File: src/rtl/bundle_threshold_unit.sv
// bundle_threshold_unit
// Consumes the pipelined adder tree output: a delay line tracks the tree
// latency, per-chunk sums are accumulated over a vector, and the total is
// compared against a threshold to yield one bundling bit per vector.
// Optional feature macro: ACC_SATURATE_EN (clamp accumulator instead of wrap).
//
// Handshake: result_valid/result_ready follow valid/ready semantics. A result
// transfers on any rising edge where both are high. result_valid stays high
// and the result fields stay stable until that transfer. A new result may load
// in the same edge as a transfer. A result that arrives while the register is
// full and not being drained is dropped, and sets the sticky overrun flag.
module bundle_threshold_unit #(
  parameter int INPUT_WIDTH  = 8,
  parameter int ACC_WIDTH    = 16,
  parameter int TREE_LATENCY = 4,
  parameter int CNT_WIDTH    = 8
) (
  input  logic                   clk,
  input  logic                   rst_n,
  input  logic                   clear,
  input  logic                   issue_valid,
  input  logic                   issue_last,
  input  logic [INPUT_WIDTH-1:0] tree_sum,
  input  logic [ACC_WIDTH-1:0]   threshold,
  output logic                   result_valid,
  input  logic                   result_ready,
  output logic                   result_bit,
  output logic [ACC_WIDTH-1:0]   result_sum,
  output logic [CNT_WIDTH-1:0]   result_chunks,
  output logic                   overrun,
  output logic                   saturated,
  output logic                   dbg_state
);

  typedef enum logic {
    S_IDLE  = 1'b0,
    S_ACCUM = 1'b1
  } state_e;

  // Delay line (valid and last travel alongside the tree)
  logic [TREE_LATENCY-1:0] dv_q, dv_d;
  logic [TREE_LATENCY-1:0] dl_q, dl_d;
  logic                    a_valid;
  logic                    a_last;

  // Accumulation state
  state_e                  state_q, state_d;
  logic [ACC_WIDTH-1:0]    acc_q, acc_d;
  logic [CNT_WIDTH-1:0]    cnt_q, cnt_d;

  // Output register and sticky flags
  logic                    rv_q, rv_d;
  logic                    rbit_q, rbit_d;
  logic [ACC_WIDTH-1:0]    rsum_q, rsum_d;
  logic [CNT_WIDTH-1:0]    rcnt_q, rcnt_d;
  logic                    ovr_q, ovr_d;
  logic                    sat_q, sat_d;

  // Datapath intermediates
  logic [ACC_WIDTH-1:0]    acc_base;
  logic [CNT_WIDTH-1:0]    cnt_base;
  logic [ACC_WIDTH:0]      sum_wide;
  logic [ACC_WIDTH-1:0]    acc_next;
  logic [CNT_WIDTH-1:0]    cnt_next;
  logic                    clip;
  logic                    new_res;
  logic                    can_load;

  assign a_valid = dv_q[TREE_LATENCY-1];
  assign a_last  = dl_q[TREE_LATENCY-1];

  // Shift the issue qualifiers one stage per cycle
  always_comb begin
    dv_d    = '0;
    dl_d    = '0;
    dv_d[0] = issue_valid;
    dl_d[0] = issue_valid & issue_last;
    for (int i = 1; i < TREE_LATENCY; i++) begin
      dv_d[i] = dv_q[i-1];
      dl_d[i] = dl_q[i-1];
    end
  end

  // Accumulator add: a fresh vector starts from zero, otherwise extend acc
  always_comb begin
    acc_base = (state_q == S_ACCUM) ? acc_q : '0;
    cnt_base = (state_q == S_ACCUM) ? cnt_q : '0;
    sum_wide = {1'b0, acc_base} + {{(ACC_WIDTH + 1 - INPUT_WIDTH){1'b0}}, tree_sum};
    cnt_next = cnt_base + CNT_WIDTH'(1);
`ifdef ACC_SATURATE_EN
    clip     = sum_wide[ACC_WIDTH];
    acc_next = clip ? '1 : sum_wide[ACC_WIDTH-1:0];
`else
    clip     = 1'b0;
    acc_next = sum_wide[ACC_WIDTH-1:0];
`endif
  end

  // Next-state: FSM, accumulator and output register
  always_comb begin
    state_d  = state_q;
    acc_d    = acc_q;
    cnt_d    = cnt_q;
    rv_d     = rv_q;
    rbit_d   = rbit_q;
    rsum_d   = rsum_q;
    rcnt_d   = rcnt_q;
    ovr_d    = ovr_q;
    sat_d    = sat_q | (a_valid & clip);
    new_res  = a_valid & a_last;
    can_load = ~rv_q | result_ready;

    if (a_valid) begin
      if (a_last) begin
        state_d = S_IDLE;
        acc_d   = '0;
        cnt_d   = '0;
      end else begin
        state_d = S_ACCUM;
        acc_d   = acc_next;
        cnt_d   = cnt_next;
      end
    end

    if (new_res && can_load) begin
      rv_d   = 1'b1;
      rbit_d = (acc_next > threshold);
      rsum_d = acc_next;
      rcnt_d = cnt_next;
    end else if (new_res) begin
      ovr_d  = 1'b1;
    end else if (rv_q && result_ready) begin
      rv_d   = 1'b0;
    end
  end

  // Delay line register
  always_ff @(posedge clk or negedge rst_n) begin
    if (!rst_n) begin
      dv_q <= '0;
      dl_q <= '0;
    end else if (clear) begin
      dv_q <= '0;
      dl_q <= '0;
    end else begin
      dv_q <= dv_d;
      dl_q <= dl_d;
    end
  end

  // FSM state, accumulator, result register and flags
  always_ff @(posedge clk or negedge rst_n) begin
    if (!rst_n) begin
      state_q <= S_IDLE;
      acc_q   <= '0;
      cnt_q   <= '0;
      rv_q    <= 1'b0;
      rbit_q  <= 1'b0;
      rsum_q  <= '0;
      rcnt_q  <= '0;
      ovr_q   <= 1'b0;
      sat_q   <= 1'b0;
    end else if (clear) begin
      state_q <= S_IDLE;
      acc_q   <= '0;
      cnt_q   <= '0;
      rv_q    <= 1'b0;
      rbit_q  <= 1'b0;
      rsum_q  <= '0;
      rcnt_q  <= '0;
      ovr_q   <= 1'b0;
      sat_q   <= 1'b0;
    end else begin
      state_q <= state_d;
      acc_q   <= acc_d;
      cnt_q   <= cnt_d;
      rv_q    <= rv_d;
      rbit_q  <= rbit_d;
      rsum_q  <= rsum_d;
      rcnt_q  <= rcnt_d;
      ovr_q   <= ovr_d;
      sat_q   <= sat_d;
    end
  end

  assign result_valid  = rv_q;
  assign result_bit    = rbit_q;
  assign result_sum    = rsum_q;
  assign result_chunks = rcnt_q;
  assign overrun       = ovr_q;
  assign saturated     = sat_q;
  assign dbg_state     = state_q;

endmodule

File: config.mk
export PLATFORM = sky130hd
export DESIGN_NAME = bundle_threshold_unit
export DESIGN_NICKNAME = d
export VERILOG_FILES = /design/src/rtl/bundle_threshold_unit.sv
export SDC_FILE = /design/constraint.sdc
export NUM_CORES = 1
export LEC_CHECK = 0
export CAP_MARGIN = 20
export CORE_ASPECT_RATIO = 1.75
export CORE_MARGIN = 10
export CORE_UTILIZATION = 54
export CTS_CLUSTER_DIAMETER = 100
export DETAILED_ROUTE_END_ITERATION = 12
export GPL_TIMING_DRIVEN = 1
export PLACE_DENSITY = 0.8
export SYNTH_ARGS = -nofsm -noshare
export SYNTH_HDL_FRONTEND = slang
export SYNTH_SLANG_ARGS = --single-unit
File: constraint.sdc
create_clock -name clk -period 5.49 [get_ports clk]
set_clock_uncertainty 0.1 [all_clocks]
set_input_delay 1.647 -clock clk [delete_from_list [all_inputs] [get_ports clk]]
set_output_delay 1.647 -clock clk [all_outputs]
set_load 0.005 [all_outputs]
* After elaboration in Yosys (flattened, before gate mapping)
Index checks and enable logic that the tools add are counted.
** Word-level totals
- Flip-flop bits (word level) :: 60
- Input bits :: 30
- Output and inout port bits :: 29
- Logic and storage cells :: 53
** Cells by class
- $add $sub $neg :: 2
- Magnitude comparators :: 1
- Equality and inequality tests :: 2
- Multiplexer cells :: 26
- Bitwise gates (word level) :: 4
- Reductions and logical operators :: 8
** Operators by type and width (count)
- 16-bit two-way mux :: 6
- 8-bit two-way mux :: 6
- 16-bit by 8-bit adder with 16-bit output :: 1
- 16-bit > comparator :: 1
- 1-bit two-way mux :: 12
- 8-bit by 1-bit adder with 8-bit output, second input constant :: 1
- 4-bit two-way mux :: 2
- 2-bit nonzero test :: 3
- 2-bit AND reduction :: 2
- 3-bit by 2-bit != test with 1-bit output, second input constant :: 1
- 3-bit nonzero test :: 1
- 1-bit AND :: 2
- 1-bit logical AND :: 2
- 2-bit != test, second input constant :: 1
- 1-bit NOT :: 1
- 1-bit bitwise OR :: 1

* Depth between registers and ports, before layout
Gate-level depths: netlist (run 1).
- Depth after elaboration :: 5
- Depth in mapped cells :: 18
- Mapped depth without buffers :: 15

* Least setup slack after synthesis (run 1)
Ideal clock, no wire load.
- Kind :: input -> register
- Start :: input port tree_sum[0]
- End :: register rbit_q (netlist: result_bit)
- Setup time :: 0.129 ns
- Arrival :: 3.926 ns
- Data required time :: 5.261 ns
- Setup slack :: 1.335 ns
- Stages on the path :: 14
- Path buffers :: 0
- Path through :: ha_1 > inv_1 > fa_1 > nor2b_1 > o2111a_1 > o21bai_1 > a21o_1 > xor2_1 > ha_1 > nand4_1 > nor3_1 > nand2_1 > a22oi_1 > a21oi_1
** On the way
- Cells in the longest elaborated chain, start to end :: 4
** Ends and longest elaborated chain
- start: declaration :: line 23 : input logic [INPUT_WIDTH-1:0] tree_sum,
- 16-bit by 8-bit adder with 16-bit output :: line 88 : sum_wide = {1'b0, acc_base} + {{(ACC_WIDTH + 1 - INPUT_WIDTH){1'b0}}, tree_sum};
- 16-bit > comparator :: line 127 : rbit_d = (acc_next > threshold);
- 1-bit two-way mux :: line 125 : if (new_res && can_load) begin
- 1-bit two-way mux :: line 163 : end else if (clear) begin
- end signal: assignment :: line 178 : rbit_q <= rbit_d;
- end: declaration :: line 53 : logic rbit_q, rbit_d;
Every way passes these cells. The select of a mux whose other input is x is not followed.
A chain may end at the register's enable or synchronous reset.

* Worst setup path after layout (run 1)
- Start :: input port tree_sum[6]
- End :: register rbit_q (netlist: result_bit)
The elaborated chain is that of the path after synthesis.

==> results of run 1 <==
[metal layers]
metal	vias up	global-route usage, %	wire (um)
li1	1665	-	-
met1	1721	19.9	4000
met2	119	38.1	6050
met3	34	5.20	573
met4	0	13.1	530
met5	-	0	0
[layout make-up]
class / instances / share of cell area, %
sequential: 60 / 31.8
clock inverter: 6 / 1.38
inverter: 31 / 2.46
clock buffer: 10 / 4.85
multi-input combinational: 320 / 44.2
tap: 84 / 2.23
timing repair buffer: 64 / 13.1
[worst max-delay path, cell delays in order]
cell and delay, ps:
clkdlybuf4s50_1 410, ha_1 400, a2111o_1 450, a21oi_2 180, a22o_1 410, o21ai_0 150
a21oi_1 150, ha_1 280, a21oi_1 160, o21ai_0 150, a211o_1 290, nand3b_1 80
a21oi_1 60
[synthesized netlist by cell type (all sizes together) (4+ instances only)]
| cell type | number |
|---|---|
| dfrtp | 60 |
| nand2 | 55 |
| a21oi | 32 |
| inv | 30 |
| ha | 25 |
| nor2 | 25 |
| nand3 | 18 |
| o21ai | 18 |
| clkbuf | 15 |
| a22o | 13 |
| and2 | 13 |
| nand4 | 10 |
| nor2b | 10 |
| a31oi | 9 |
| nor3 | 9 |
| a21o | 8 |
| o211ai | 7 |
| buf | 6 |
| o2111ai | 6 |
| xnor2 | 6 |
| xor2 | 5 |
| nand3b | 4 |
| or3 | 4 |
[power by group]
group | total [mW] | internal [mW] | switching, mW | leakage, nW
clock network | 0.556 | 0.351 | 0.206 | 0.142
registers | 0.449 | 0.446 | 0.00264 | 0.835
logic | 0.0873 | 0.0381 | 0.0492 | 1.09
[placed cells by master (no fill, tap or decap), types with 3 or more instances in the layout]
master           instances
o21ai_0                 17
nor2_1                  25
nor2b_1                 10
a211oi_1                 3
nor3_1                   8
nand3_1                 18
a22oi_1                  3
o2111ai_1                6
clkdlybuf4s50_1         56
or3_1                    4
xnor2_1                  6
clkbuf_16                9
xor2_1                   5
nand2_1                 55
nand4_1                  9
ha_1                    25
a31oi_1                  9
o211ai_1                 7
a22o_1                  13
inv_1                   28
nand2b_1                 3
a21oi_1                 31
nand3b_1                 4
a21o_1                   7
dfrtp_1                 60
and2_1                  13
buf_4                    7
a32o_1                   3
[logic make-up after synthesis]
logic type | after synthesis | synth area share (%)
muxes | 1 | 0.264
DFF | 60 | 39.5
and+or+nand+nor | 161 | 21.1
buffers and inverters | 52 | 5.70
adders and majority gates | 26 | 8.76
xor gates and xnor gates | 11 | 2.54
other | 1 | 0.0987
AOI/OAI and AO/OA | 120 | 22.0
[flip-flops by register name, indices dropped and copies added (netlist names), 4 cells and up]
register,cells
result_chunks,8
dl_q,4
acc_q,16
dv_q,4
result_sum,16
cnt_q,8
[metrics by stage]
step	total power [mW]	std cells	setup WS, ps	area (um^2)
3_3_place_gp	0.541	559	587	4430
3_5_place_dp	0.543	559	508	4430
5_1_grt	1.13	575	516	4720
2_1_floorplan	0.497	432	1340	3800
4_1_cts	1.10	575	836	4720
6_report	1.09	575	778	4720
[final timing paths]
check	end	cells past startpoint	slack, ps
min in group asynchronous	result_bit$_DFFE_PN0P_	1	1140
min reg2reg	dl_q[2]$_DFF_PN0_	1	360
max	result_bit$_DFFE_PN0P_	13	780
min	dl_q[2]$_DFF_PN0_	1	360
max in group asynchronous	dl_q[1]$_DFF_PN0_	2	3240
max reg2reg	result_bit$_DFFE_PN0P_	14	1760
==> results.cfg, run 1 <==
[global_route]
grt.overflow.total = 0
antenna_found_initial = 0
grt_pass1_vias = 3664
grt_usage_pct = 20.6
grt_max_degree = 45
grt_pass1_wl_um = 18100

[sta]
max_freq_mhz = 212
holdWs_ps = 358
slew_headroom_pct = 43.2
min_period_over_period_pct = 85.8
hold_violations = 0
setup_viol = 0
rsz0062_at_grt = no
tightest_slew_ps = 844
fin_crit_ps = 4710
fin_tns_setup_ps = 0
drv_slew = 0

[clocking]
root_buffer = clkbuf_16
cts_tree = yes
cts-htree-levels = 3
numCtsBuffers = 9
insertion_delay_ps = 330
cts_hold_buf = 0
post_cts_resized = 0
path_clk_slew_ps = 60
cts_setup_buffers = 0
cts_sinks = 60
cts_buffer_depth = 2

[setup_path]
regToRegStartpoint = dbg_state$_DFFE_PN0P_
cp-end-kind = register
crit_start = tree_sum[6]
crit_fanout = 11
cp.required_ps = 5600
arrival_ps = 4830
path_class = input pin to register
crit_path_start_kind = input pin

[flow_run]
maxCapViolCount = 0

[floorplanning]
start_util_pct = 55.4
die_y_um = 131
rows = 40
die_area_um2 = 10900
die_x_um = 83.4
core_um2 = 6860
boundaryPins = 59

[final_layout]
syn2layout_area_growth_pct = 24.3
nets = 542
utilization_pct = 68.9
fillerInstances = 537
multi_input_area_um2 = 2090
regArea_um2 = 1500
n_antenna_cell = 0
drive_gt1_share_pct = 7.13

[detailed_routing]
first_pass_iters = 4
vias = 3539
drc_errors = 0
finalWirelength_um = 11100
drtIter0Drc = 198
post_drt_wl_per_cell_um = 19.4
viasPerCell = 6.15
ant_nets = 0

[placed_design]
place_congestion = 0.949
portBuffers = 57
dp_hpwl_um = 8280

[logic_synthesis]
syn_inst = 432
ys_async_sr_fraction_pct = 100
synthDominantCellAreaShare_pct = 39.5
synth_edf_count = 0
synth_area_leader_cell = dfrtp_1
syn_area_per_cell_um2 = 8.79
synth_area_um2 = 3800
syn_nets = 488
ys_seq_area_share_pct = 39.5
synth_warnings = 0
dominantRegCellSynth = dfrtp_1
yosys_register_bits = 60
synth.distinct_cells = 61
synth.area.top_cells = dfrtp_1 (40%), ha_1 (8.2%), nand2_1 (5.4%)

[pwr]
max-vdd-ir-drop_mv = 0.244
leakage_nw = 2.07
cellPowerDensity_nw_per_um2 = 231

[hold_path]
hold_start = dl_q[1]$_DFF_PN0_
min_path_type = register to register

[status]
outcome = finished clean
No activity file was read; power rests on OpenSTA's default activity.
==> run 2: changes to the inputs <==
- clock period: 5.49 -> 4.4 ns (I/O delays scaled with it)
==> run 2 against run 1 <==
  * Non-clock buffer count up 20
  * Combinational power up 31%
  * Sequential share of layout area down 1.0 points
  * Die area unchanged
  * Final area up 3.4%
  * Critical path depth up 2
  * Sequential power up 25%
  * Total power up 27%
  * Global-route usage up 1.1 points
  * Via count up 1.5%
==> results.cfg, run 2 (synthesis gave the netlist of run 1 again) <==
[sta]
fin_crit_ps = 4180
setup_slack_ps = 222
drv_slew = 0
min_period_over_period_pct = 95.0
rsz0062_at_grt = no
max_freq_mhz = 239
setup_viol = 0
hold_violations = 0
tightest_slew_ps = 1100
slew_headroom_pct = 26.6

[placed_design]
place_congestion = 0.940
dp_cells = 579
dp_hpwl_um = 9030
portBuffers = 57
dp_slack_ps = -180

[floorplanning]
die_area_um2 = 10900
die_x_um = 83.4
core_um2 = 6860
die_y_um = 131
start_util_pct = 55.4
boundaryPins = 59
rows = 40

[setup_path]
path_delay_family = adder cells
cp-end-kind = register
slowest_delay_ps = 470
crit_buf_inv = 2
slowest_stage = clkdlybuf4s50_1
crit_top_cell = ha_1
path_class = input pin to register
reg2reg_depth = 13
worstPathCellList = clkdlybuf4s50_1 -> ha_1 -> inv_1 -> fa_1 -> nor2b_1 -> o2111a_2 -> o21bai_1 -> a21o_1 -> xor2_1 -> ha_1 -> nand4_1 -> nor3_1 -> nand2_1 -> a22oi_1 -> a21oi_1
crit_fanout = 6
cp.required_ps = 4520
cp.depth = 15
arrival_ps = 4300
crit_path_start_kind = input pin

[status]
outcome = finished clean

[final_layout]
syn2layout_area_growth_pct = 28.5
final_cell_mix = dfrtp_1 (60), clkdlybuf4s50_1 (56), nand2_1 (55), a21oi_1 (31), inv_1 (28)
n_antenna_cell = 0
final_cells = 595
nets = 562
drive_gt1_share_pct = 11.2
final_common_cell = dfrtp_1

[detailed_routing]
vias = 3591
drtIter0Drc = 238
drc_errors = 0
first_pass_iters = 5
ant_nets = 0
finalWirelength_um = 11800
post_drt_wl_per_cell_um = 19.8
viasPerCell = 6.04

[clocking]
cts_buffer_depth = 2
insertion_delay_ps = 340
root_buffer = clkbuf_16
path_clk_slew_ps = 60
cts_tree = yes
cts_setup_buffers = 0
cts_sinks = 60
cts-htree-levels = 3
numCtsBuffers = 9

[global_route]
grt.overflow.total = 0
grt_pass1_wl_um = 18900
grt_usage_pct = 21.7
grt_pass1_vias = 3750
grt_max_degree = 33
antenna_found_initial = 0

[pwr]
max-vdd-ir-drop_mv = 0.296
leakage_nw = 2.16
cellPowerDensity_nw_per_um2 = 284

[flow_run]
maxCapViolCount = 0

[hold_path]
min_path_type = register to register
holdPathStages = 1
[run 2: final timing paths]
path | end | start | slack (ps)
setup reg to reg | result_bit$_DFFE_PN0P_ | dbg_state$_DFFE_PN0P_ | 980
hold reg to reg | dv_q[1]$_DFF_PN0_ | dv_q[0]$_DFF_PN0_ | 360
setup / recovery | result_bit$_DFFE_PN0P_ | tree_sum[0] | 220
max in group asynchronous | cnt_q[0]$_DFFE_PN0P_ | rst_n | 2340
hold / removal | dv_q[1]$_DFF_PN0_ | dv_q[0]$_DFF_PN0_ | 360
min in group asynchronous | acc_q[4]$_DFFE_PN0P_ | rst_n | 970
[run 2: timing repair]
action,4_1_cts,5_1_grt
endpoints found under the setup margin,0,1
gates resized for setup,0,1
hold buffers,0,0
[run 2: through the flow]
stage          utilization, %  power [mW]  TNS [ps]  area (um^2)  hold slack (ps)
2_1_floorplan               -       0.620         0         3800              339
3_3_place_gp             66.8       0.679     -29.2         4580              342
3_5_place_dp             66.8       0.683      -180         4580              347
4_1_cts                  71.1        1.39         0         4880              360
5_1_grt                  71.2        1.43         0         4880              403
6_report                 71.2        1.38         0         4880              358
[run 2: final cells by class]
type	count	area (um^2)
multi-input cells	320	2090
fillers	552	1980
flip-flops and latches	60	1500
repair buffers	84	768
clock buffers	9	225
inverters	31	116
well taps	84	105
clock inverters	7	76.3
[run 2: metal layers]
| layer | global-route usage [%] | wire (um) | vias up |
|---|---|---|---|
| li1 | - | - | 1704 |
| met1 | 21.5 | 4240 | 1742 |
| met2 | 40.9 | 6510 | 107 |
| met3 | 4.21 | 513 | 38 |
| met4 | 12.4 | 520 | 0 |
| met5 | 0 | 0 | - |
[run 2: power breakdown]
| group | total [mW] | switching (mW) | internal (mW) | leakage [nW] |
|---|---|---|---|---|
| combinational | 0.114 | 0.0626 | 0.0509 | 1.18 |
| clock | 0.711 | 0.271 | 0.440 | 0.142 |
| sequential | 0.560 | 0.00340 | 0.556 | 0.835 |
| total | 1.38 | 0.337 | 1.05 | 2.16 |
